===== src/rtl/conway_sequencer_if.sv =====
// Control/status bundle between the board-level UI logic and the
// conway_sequencer generation controller.
//   master : board side (buttons, period setting, grid liveness in; status out)
//   slave  : the sequencer itself
interface conway_sequencer_if #(
    parameter int PERIOD_W = 24,
    parameter int GEN_W    = 16
);
    logic                load;
    logic                run;
    logic                step;
    logic [PERIOD_W-1:0] period;
    logic                any_alive;
    logic                cells_rst;
    logic                cells_ena;
    logic [GEN_W-1:0]    generation;
    logic [1:0]          fsm_state;
    logic                extinct;

    modport master (
        output load, run, step, period, any_alive,
        input  cells_rst, cells_ena, generation, fsm_state, extinct
    );

    modport slave (
        input  load, run, step, period, any_alive,
        output cells_rst, cells_ena, generation, fsm_state, extinct
    );
endinterface


===== src/rtl/conway_sequencer.sv =====
// Generation controller for the conway_cell grid. Drives the shared load
// strobe (cells_rst) and step strobe (cells_ena) of the cell array from
// load/run/step commands, counts generations and parks in HALT when the
// grid has died out.
//
//   state | meaning
//   ------+----------------------------------------------------------------
//   IDLE  | grid loaded and stable; single steps on request, waits for run
//   LOAD  | cells_rst held high for LOAD_CYCLES clocks, generation cleared
//   RUN   | free-running, one cells_ena strobe every max(period,1) clocks
//   HALT  | grid extinct; only a load request leaves this state
//
// Command priority at every edge is load > run > step. All outputs are
// registered, so cells_ena and cells_rst are glitch-free at the grid.
module conway_sequencer #(
    parameter int PERIOD_W    = 24,
    parameter int GEN_W       = 16,
    parameter int LOAD_CYCLES = 2
) (
    input  logic                  clk_i,
    input  logic                  rst_i,  // active-low, asynchronous
    conway_sequencer_if.slave     bus
);

    typedef enum logic [1:0] {
        IDLE = 2'd0,
        LOAD = 2'd1,
        RUN  = 2'd2,
        HALT = 2'd3
    } state_t;

    localparam int                 LCNT_W    = $clog2(LOAD_CYCLES + 1);
    localparam logic [LCNT_W-1:0]  LOAD_INIT = LCNT_W'(LOAD_CYCLES);
    localparam logic [GEN_W-1:0]   GEN_MAX   = '1;

    state_t                state_q, state_d;
    logic [LCNT_W-1:0]     lcnt_q, lcnt_d;
    logic [PERIOD_W-1:0]   pcnt_q, pcnt_d;
    logic                  cells_rst_q, cells_rst_d;
    logic                  cells_ena_q, cells_ena_d;
    logic [GEN_W-1:0]      gen_q, gen_d;
    logic                  extinct_q, extinct_d;

    logic [PERIOD_W-1:0]   period_eff;
    logic [GEN_W-1:0]      gen_inc;

    // A programmed period of zero behaves as one clock per generation.
    assign period_eff = (bus.period == '0) ? PERIOD_W'(1) : bus.period;

    // Generation count sticks at all-ones; strobes to the grid continue.
    assign gen_inc = (gen_q == GEN_MAX) ? gen_q : gen_q + GEN_W'(1);

    // State, timers and registered outputs; reset lands directly in LOAD.
    always_ff @(posedge clk_i or negedge rst_i) begin
        if (!rst_i) begin
            state_q     <= LOAD;
            lcnt_q      <= LOAD_INIT;
            pcnt_q      <= '0;
            cells_rst_q <= 1'b1;
            cells_ena_q <= 1'b0;
            gen_q       <= '0;
            extinct_q   <= 1'b0;
        end else begin
            state_q     <= state_d;
            lcnt_q      <= lcnt_d;
            pcnt_q      <= pcnt_d;
            cells_rst_q <= cells_rst_d;
            cells_ena_q <= cells_ena_d;
            gen_q       <= gen_d;
            extinct_q   <= extinct_d;
        end
    end

    // Next-state and next-output decode; outputs default to inactive.
    always_comb begin
        state_d     = state_q;
        lcnt_d      = lcnt_q;
        pcnt_d      = pcnt_q;
        cells_rst_d = 1'b0;
        cells_ena_d = 1'b0;
        gen_d       = gen_q;
        extinct_d   = 1'b0;

        if (bus.load) begin
            // Load beats everything, including a terminal count in RUN.
            state_d     = LOAD;
            lcnt_d      = LOAD_INIT;
            pcnt_d      = '0;
            gen_d       = '0;
            cells_rst_d = 1'b1;
        end else begin
            unique case (state_q)
                LOAD: begin
                    gen_d = '0;
                    if (lcnt_q <= LCNT_W'(1)) begin
                        state_d = IDLE;
                        lcnt_d  = '0;
                    end else begin
                        lcnt_d      = lcnt_q - LCNT_W'(1);
                        cells_rst_d = 1'b1;
                    end
                end

                IDLE: begin
                    if (bus.run) begin
                        state_d = RUN;
                        pcnt_d  = period_eff;
                    end else if (bus.step) begin
                        if (bus.any_alive) begin
                            cells_ena_d = 1'b1;
                            gen_d       = gen_inc;
                        end else begin
                            state_d   = HALT;
                            extinct_d = 1'b1;
                        end
                    end
                end

                RUN: begin
                    if (!bus.run) begin
                        // Dropping run abandons the count, even at terminal.
                        state_d = IDLE;
                        pcnt_d  = '0;
                    end else if (pcnt_q <= PERIOD_W'(1)) begin
                        if (bus.any_alive) begin
                            cells_ena_d = 1'b1;
                            gen_d       = gen_inc;
                            pcnt_d      = period_eff;
                        end else begin
                            state_d   = HALT;
                            extinct_d = 1'b1;
                            pcnt_d    = '0;
                        end
                    end else begin
                        pcnt_d = pcnt_q - PERIOD_W'(1);
                    end
                end

                HALT: begin
                    extinct_d = 1'b1;
                end

                default: begin
                    state_d = LOAD;
                    lcnt_d  = LOAD_INIT;
                end
            endcase
        end
    end

    assign bus.cells_rst  = cells_rst_q;
    assign bus.cells_ena  = cells_ena_q;
    assign bus.generation = gen_q;
    assign bus.fsm_state  = state_q;
    assign bus.extinct    = extinct_q;

endmodule


===== src/flat_wrapper.sv =====
// flat-port wrapper written by rule: the top's interface ports become plain ports
module conway_sequencer_flat 
#(
    parameter int PERIOD_W    = 24,
    parameter int GEN_W       = 16,
    parameter int LOAD_CYCLES = 2
)
  (clk_i, rst_i, bus_load, bus_run, bus_step, bus_period, bus_any_alive, bus_cells_rst, bus_cells_ena, bus_generation, bus_fsm_state, bus_extinct);
  conway_sequencer_if #(.PERIOD_W(PERIOD_W), .GEN_W(GEN_W)) bus_i ();
  input  logic clk_i;
  input  logic rst_i;
  input wire logic [$bits(bus_i.load)-1:0] bus_load;
  input wire logic [$bits(bus_i.run)-1:0] bus_run;
  input wire logic [$bits(bus_i.step)-1:0] bus_step;
  input wire logic [$bits(bus_i.period)-1:0] bus_period;
  input wire logic [$bits(bus_i.any_alive)-1:0] bus_any_alive;
  output wire logic [$bits(bus_i.cells_rst)-1:0] bus_cells_rst;
  output wire logic [$bits(bus_i.cells_ena)-1:0] bus_cells_ena;
  output wire logic [$bits(bus_i.generation)-1:0] bus_generation;
  output wire logic [$bits(bus_i.fsm_state)-1:0] bus_fsm_state;
  output wire logic [$bits(bus_i.extinct)-1:0] bus_extinct;
  assign bus_i.load = bus_load;
  assign bus_i.run = bus_run;
  assign bus_i.step = bus_step;
  assign bus_i.period = bus_period;
  assign bus_i.any_alive = bus_any_alive;
  assign bus_cells_rst = bus_i.cells_rst;
  assign bus_cells_ena = bus_i.cells_ena;
  assign bus_generation = bus_i.generation;
  assign bus_fsm_state = bus_i.fsm_state;
  assign bus_extinct = bus_i.extinct;
  conway_sequencer #(.PERIOD_W(PERIOD_W), .GEN_W(GEN_W), .LOAD_CYCLES(LOAD_CYCLES)) u_core (.clk_i(clk_i), .rst_i(rst_i), .bus(bus_i));
endmodule

===== config.mk =====
export PLATFORM = sky130hd
export DESIGN_NAME = conway_sequencer_flat
export DESIGN_NICKNAME = d
export VERILOG_FILES = /design/src/rtl/conway_sequencer_if.sv /design/src/rtl/conway_sequencer.sv /design/src/flat_wrapper.sv
export SDC_FILE = /design/constraint.sdc
export NUM_CORES = 1
export LEC_CHECK = 0
export BUFFER_PORTS_ARGS = -buffer_cell sky130_fd_sc_hd__buf_2
export CAP_MARGIN = 20
export CORE_UTILIZATION = 51
export DETAILED_ROUTE_END_ITERATION = 7
export PLACE_DENSITY = 0.73
export SETUP_SLACK_MARGIN = 0.5
export SLEW_MARGIN = 20
export SYNTH_ARGS = -nofsm -noshare
export SYNTH_HDL_FRONTEND = slang
export SYNTH_SLANG_ARGS = --single-unit
export TNS_END_PERCENT = 100

===== constraint.sdc =====
create_clock -name clk_i -period 2.15 [get_ports clk_i]
set_input_delay 0.215 -clock clk_i [delete_from_list [all_inputs] [get_ports clk_i]]
set_output_delay 0.215 -clock clk_i [all_outputs]
set_load 0.02 [all_outputs]

==> results summary, run 1 <==
The number of top-level pins came out at 51. The total via count after detailed routing is 3,081. The DRC marker count from the first detailed-route iteration came out at approximately 260.

The largest driver fanout on the critical path came out at 5. The area of the core region came out at about 5300 um^2. By area the synthesized netlist is led by dfrtp_1 (38%), nand2_1 (6.3%), o21ai_0 (5.9%). The pin count of the biggest net entering global routing is 31. The later pin in the worst-skew pair is clocked with a latency of 310 ps.

The count of fill cells added during filler insertion is 385. The number of hold violations in the final report is 0. The start of the worst register-to-register path is u_core.pcnt_q[0]. The hold slack is between 100 and 150 ps.

The synthesized design contains 47 register bits. The register area share after synthesis came out at 0.411. The number of pins with negative max-slew slack in the final report is 0. Synthesis instantiated 55 different standard cells from the library. For this run, the post-layout net count is 468. For this run, the number of standard cells in the final layout without fillers is slightly above 500. The minimum period implied by the final worst setup slack came out at 2090 ps. The starting utilization of the core area is 0.545. Dividing the synthesized area by the synthesized cell count gives 8.42 um^2.

The count of antenna-violating nets left after detailed routing is 0. The area added between synthesis and finish is 35.1%. Port buffering added 50 buffers. The average wire per standard cell came out at 17.0 um.

Clock tree synthesis selected as its root buffer the cell clkbuf_8. The clock drives 47 sinks. Summing every instance area after synthesis gives 2870 um^2. The deepest level of the CTS H-tree is 2. The count of mapped cells out of synthesis came out at 341.

The number of warnings issued by yosys came out at 0. Data on the critical path is required at its endpoint by 2350 ps. The via count of the first global-routing pass came out at 2,814. Headroom to the max-slew limit came out at 0.539.

The share of synthesized area in the top cell type comes to 0.383. Once placement completed, the tool counted placed cells totaling 482. The timing-limited maximum frequency came out at around 480 MHz. The placed wire-length estimate after detailed placement came out at about 5700 um. The cell area after layout came out at ~3900 um^2. The number of clock buffers inserted by TritonCTS is 5. The overall die area is ~6000 um^2. The clock slew seen by the registers of the worst setup and hold paths came out at 90 ps.

The standby leakage power came out at between 0.0015 and 0.002 uW. Routability-driven placement finished with a final weighted congestion of about 0.94. Counting instances in the post-synthesis netlist gives the leading cell types as nand2_1 (48), dfrtp_1 (44), nor2_1 (42), o21ai_0 (34), a21oi_1 (18). In the finished design, the share of the clock period the worst path needs comes to 0.974. The total number of placement rows came out at 26. The async set-reset flop share out of synthesis is 1.00.

At the pin with the least slew margin, the transition time is ~690 ps. The horizontal die dimension came out at 77.0 um. dfrtp_1 takes more of the synthesized area than any other cell. The count of inserted antenna diode cells came out at 0. The initial antenna violation count is 0. TritonCTS built the clock tree. The number of enable flip-flop cells after synthesis is 0. The run finished with clean final reports. The arrival time of data at the critical path endpoint came out at 2290 ps.

Setup violations remaining at the end of the flow were counted as 0. The final cell utilization of the core is 0.736. The kind of path behind the tightest hold check is primary input to flip-flop. In the post-synthesis netlist, the cell with the most instances is nand2_1. The max-capacitance violation count came out at 0.

No sink is reached through more buffers than the 2 on the longest clock path. The number of detailed-routing iterations run before antenna repair came out at 5. The overall die height is 77.0 um.

The fraction of layout cells with a size suffix above 1 is 0.362. The sort of element at the start of the critical path is a flip-flop. Wires add up to 8600 um.

The first-pass GRT wire length came out at 13,100 um. The most used flip-flop cell after synthesis is dfrtp_1. In this run the worst setup path begins at u_core.pcnt_q[0]. The final total negative setup slack is 0 ps.

The setup skew after layout is 7.21 ps. The worst supply voltage drop on vdd is between 0.6 and 0.7 mV. The standard cell area after detailed placement is between 3000 and 4000 um^2.

Setup repair after global routing could not meet its margin everywhere. The worst setup path is captured at a flip-flop. The vias per cell is 6.09.

The overall routing resource usage is 0.274. The number of nets in the synthesized netlist is 374. The critical path is of the flip-flop to flip-flop type.

In this run the power density over the cells is 670 nW/um^2. The count of unresolved DRC violations after routing is 0. In this run the most critical hold path is launched from bus_period[9]. The overflow left after global routing came out at 0.
## registers in the layout, summed over array words and instances (netlist names)
signal                 count
u_core.lcnt_q              2
u_core.bus.cells_rst       1
u_core.bus.cells_ena       1
u_core.bus.extinct         1
u_core.pcnt_q             24
u_core.bus.fsm_state       2
u_core.bus.generation     16
## power by group
part | switching (uW) | leakage, uW | total (uW) | internal, uW
Clock | 311 | 0.0000482 | 571 | 260
Sequential | 59.9 | 0.000638 | 1000 | 944
Combinational | 571 | 0.00106 | 1030 | 454
## metrics by stage
step	setup WS (ps)	total power (uW)
2_1_floorplan	33.2	1490
3_3_place_gp	55.8	1770
3_5_place_dp	-5.13	1780
4_1_cts	138	2410
5_1_grt	-43.5	2720
6_report	56.8	2600
## critical path, cell delays in order (launching register included)
cell      delay [ps]
dfrtp_1          400
inv_1            110
ha_2             210
o21ba_4          160
nand4_4          130
o211ai_4         280
nand4b_1         180
buf_4            180
o21ai_0          230
a21oi_2          100
## cell families (layout without fill, tap and decap cells)
logic type | after synthesis | after routing | share of synthesized area
compound gates | 86 | 86 | 0.193
mux | 1 | 1 | 0.00349
buf+inv | 23 | 117 | 0.0392
fa+ha+maj | 3 | 3 | 0.0131
xor+xnor | 9 | 9 | 0.0275
flops | 47 | 47 | 0.411
simple gates | 172 | 173 | 0.313
## cells in the final DEF, fill, tap and decap left out, types with 7 or more instances in the layout
master,count
dfrtp_1,43
buf_6,8
a21oi_1,15
o21ai_1,7
nor4_1,9
o21ai_0,26
nand3_1,13
nor2_1,39
xor2_1,8
buf_2,50
nor3_1,9
buf_4,40
o211ai_1,10
nand2_1,46
## worst paths after layout
path / depth (start not counted) / slack [ps] / endpoint
max: 9 / 60 / u_core.bus.generation[14]
min: 3 / 140 / u_core.pcnt_q[9]
max reg2reg: 9 / 60 / u_core.bus.generation[14]
min reg2reg: 2 / 480 / u_core.bus.cells_rst
max in group asynchronous: 3 / 1040 / u_core.bus.generation[0]
min in group asynchronous: 2 / 480 / u_core.bus.generation[11]
## area by class of cell
| type | instances | area [um^2] | share of cell area |
|---|---|---|---|
| multi-input combinational | 272 | 1800 | 0.464 |
| inverter | 8 | 30.0 | 0.00774 |
| clock buffer | 7 | 86.3 | 0.0223 |
| sequential | 47 | 1180 | 0.305 |
| tap | 70 | 87.6 | 0.0226 |
| timing repair buffer | 101 | 691 | 0.178 |
| clock inverter | 1 | 5.00 | 0.00129 |
## metal layers
| layer | vias to the layer above | GRT usage | part of all wire |
|---|---|---|---|
| li1 | 1435 | - | - |
| met1 | 1515 | 0.378 | 0.43 |
| met2 | 111 | 0.427 | 0.50 |
| met3 | 20 | 0.0500 | 0.052 |
| met4 | 0 | 0.104 | 0.016 |
| met5 | - | 0 | 0 |
## what timing repair did
item,CTS,global route
buffers inserted,5,9
setup endpoints to repair,43,44
hold endpoints to repair,25,0
pin swaps,11,10
gates resized for setup,20,39
gates cloned,0,1
hold buffers,1,0
No activity file was read; power rests on OpenSTA's default activity.
==> run 2, diff against run 1 <==
--- a/config.mk
+++ b/config.mk
@@ -7,9 +7,9 @@
 export LEC_CHECK = 0
 export BUFFER_PORTS_ARGS = -buffer_cell sky130_fd_sc_hd__buf_2
 export CAP_MARGIN = 20
-export CORE_UTILIZATION = 51
+export CORE_UTILIZATION = 50
 export DETAILED_ROUTE_END_ITERATION = 7
-export PLACE_DENSITY = 0.73
+export PLACE_DENSITY = 0.71
 export SETUP_SLACK_MARGIN = 0.5
 export SLEW_MARGIN = 20
 export SYNTH_ARGS = -nofsm -noshare
==> results summary, run 2 (synthesis gave the netlist of run 1 again) <==
The placer congestion estimate came to 0.881 (was 0.935). The total clock sinks came out at 47 (unchanged). The count of buffering cells on the critical path with inverters included came out at 0 (was 2). The clock slew seen by the registers of the worst setup and hold paths was 100 ps (was 90 ps).

The overall die height came out at 77.8 um (was 77.0 um). The overall routing resource usage is 0.255 (was 0.274). The root buffer selected by CTS is clkbuf_8 (unchanged). The final cell utilization of the core came out at 0.663 (was 0.736). The endpoint of the most critical register-to-register path is u_core.bus.generation[15] (was u_core.bus.generation[14]). The horizontal die dimension came to 77.8 um (was 77.0 um). The cell family contributing the most delay on the critical path is simple AND/OR/NAND/NOR gates (was compound AO/OA/AOI/OAI gates).

The register share of total power came out at 0.411 (was 0.386). The transition time at the pin with the least slew margin came out at 614 ps (was 691 ps). The number of detailed-routing iterations run before antenna repair is 5 (unchanged). The kind of path behind the tightest hold check is primary input to asynchronous set/reset pin (was primary input to flip-flop).

The max-capacitance violation count came out at 0 (unchanged). The endpoint kind of the worst setup timing path is a flip-flop (unchanged). The clock power share came out at 0.235 (was 0.220). The pin count of the biggest net entering global routing is 48 (was 31). The flip-flop count of the largest register, all copies and words added is 24 (unchanged). The final critical-path share of the clock period is 0.927 (was 0.974). Setup repair after global routing missed its margin: true (unchanged). The total wire length is 7380 um (was 8600 um). The area added between synthesis and finish came to 27.1% (was 35.1%). The sort of element at the start of the critical path was a flip-flop (unchanged). The switching power share of the total is 0.353 (was 0.362). The placed wire-length estimate after detailed placement was 5350 um (was 5670 um). The worst-case reg-to-reg path depth came out at 6 (was 9). The switching power total is 863 uW (was 942 uW). The class of the most critical setup path is flip-flop to flip-flop (unchanged). The first-pass GRT wire length was 12,300 um (was 13,100 um). The worst-case headroom to the max-slew limit is 0.591 (was 0.539). The deepest clock path buffer count is 2 (unchanged).

The number of top-level pins came out at 51 (unchanged). The stage delay of the slowest cell on the critical path came to 480 ps (was 400 ps). The via count of the first global-routing pass came to 2,694 (was 2,814). The number of hold violations in the final report came out at 9 (was 0). The count of input and output buffers came out at 50 (unchanged).

The initial antenna violation count is 0 (unchanged). The number of clock buffers inserted by TritonCTS came to 5 (unchanged). The count of unresolved DRC violations after routing came to 0 (unchanged). The CTS tree was built (unchanged). The largest driver fanout on the critical path is 8 (was 5). Result of the run: finished, violations left (was finished, final reports clean). The average wire per standard cell was 14.9 um (was 17.0 um). The fraction of layout cells with a size suffix above 1 came out at 0.318 (was 0.362).

The vias per cell came to 5.85 (was 6.09). Commonest cells after routing, fill and taps aside: buf_2 (50), nand2_1 (46), dfrtp_1 (42) (was buf_2 (50), nand2_1 (46), dfrtp_1 (43)). The minimum period implied by the final worst setup slack is 1990 ps (was 2090 ps). The number of setup violations in the final report is 0 (unchanged). The count of nets after finishing is 456 (was 468).

The number of pins with negative max-slew slack in the final report came out at 0 (unchanged). In this design, the critical path's most frequently occurring cell is nand3_4. The hold slack came out at -8.80 ps (was 138 ps). The overflow left after global routing came out at 0 (unchanged). The arrival time of data at the critical path endpoint is 2230 ps (was 2290 ps). The DRC marker count from the first detailed-route iteration came out at 150 (was 264). The cts-stage hold buffer count is 0 (was 1).

The register with the most flip-flops is u_core.pcnt_q (unchanged). The total via count after detailed routing came out at 2,901 (was 3,081). The final total negative setup slack came out at 0 ps (unchanged).

The start of the worst register-to-register path is u_core.pcnt_q[8] (was u_core.pcnt_q[0]). Critical-path cell list: nor4_4 > nand3_4 > o211ai_4 > nand3_4 > or4_1 > a21oi_1 (was inv_1 > ha_2 > o21ba_4 > nand4_4 > o211ai_4 > nand4b_1 > buf_4 > o21ai_0 > a21oi_2). The total power consumption of the routed design is 2440 uW (was 2600 uW). The overall die area is 6050 um^2 (was 5930 um^2). The leading cell type in the layout, fill and taps excluded is buf_2 (unchanged). The total number of placement rows came out at 27 (was 26).

The timing-limited maximum frequency was 502 MHz (was 478 MHz). The setup skew after layout is 9.66 ps (was 7.21 ps). The worst supply voltage drop on vdd is 0.288 mV (was 0.605 mV). The worst path required time came to 2380 ps (was 2350 ps).

The starting utilization of the core area came out at 0.521 (was 0.545). The combinational group share of total power is 0.354 (was 0.394). The area of the core region came out at 5510 um^2 (was 5270 um^2). The standby leakage power came to 0.00166 uW (was 0.00175 uW). The deepest level of the CTS H-tree is 2 (unchanged). The later-pin clock latency in the skew report was 310 ps (about the same). The checks that failed: negative hold slack. The slowest cell on the critical path is dfrtp_1 (unchanged). The count of inserted antenna diode cells came out at 0 (unchanged). The count of antenna-violating nets left after detailed routing came out at 0 (unchanged).

The register-to-register setup slack is 160 ps (was 60 ps). The internal power contribution was 1580 uW (was 1660 uW). The power per unit of standard cell area came out at 670 nW/um^2 (about the same).
## run 2: cell types whose count changed in the layout (fill, tap and decap cells not counted), sizes merged
cell | before | now
clkinvlp | 0 | 1
nand3 | 20 | 19
clkbuf | 7 | 6
dlygate4sd3 | 1 | 0
buf | 100 | 90
## run 2: how the worst max path moves through the flow
stage | startpoint | to | slack [ps] | cells after the start
6_report | u_core.pcnt_q[8] | u_core.bus.generation[15] | 160 | 6
5_1_grt | u_core.pcnt_q[21] | u_core.bus.generation[15] | 40 | 7
4_1_cts | u_core.pcnt_q[20] | u_core.bus.generation[12] | 160 | 7
3_5_place_dp | u_core.pcnt_q[1] | u_core.pcnt_q[13] | -30 | 8
3_3_place_gp | u_core.pcnt_q[20] | u_core.bus.generation[15] | 70 | 7
2_1_floorplan | u_core.pcnt_q[0] | u_core.bus.generation[13] | 30 | 10
## run 2: what timing repair did
item	CTS	global route
setup buffers	10	4
setup endpoints to repair	43	43
pin swaps	6	6
resized for setup	24	3
## run 2: metrics by stage
step | cell area [um^2] | worst slack (ps) | cells
global route | 3650 | 35.1 | 496
finish | 3650 | 158 | 496
global placement | 3350 | 65.4 | 474
floorplan | 2910 | 33.2 | 341
detailed placement | 3350 | -25.3 | 474
CTS | 3600 | 157 | 492
## run 2: final cells by class
cell class              count  area (um^2)
well taps                  72         90.1
clock buffers               6         82.6
repair buffers             90          571
inverters                   8         30.0
fillers                   479         1860
flip-flops and latches     47         1180
multi-input cells         271         1680
clock inverters             2         16.3
## run 2: power groups by stage
stage          Sequential (uW)  Clock, uW  Combinational [uW]
2_1_floorplan             1030          0                 462
3_3_place_gp              1020          0                 711
5_1_grt                   1010        616                 943
6_report                  1000        575                 864
3_5_place_dp              1020          0                 719
4_1_cts                   1000        583                 818
## run 2: per-layer routing
| metal | up-vias | global-route usage | wire length [um] |
|---|---|---|---|
| li1 | 1419 | - | - |
| met1 | 1385 | 0.336 | 3320 |
| met2 | 88 | 0.428 | 3670 |
| met3 | 9 | 0.0435 | 313 |
| met4 | 0 | 0.0736 | 79 |
| met5 | - | 0 | 0 |
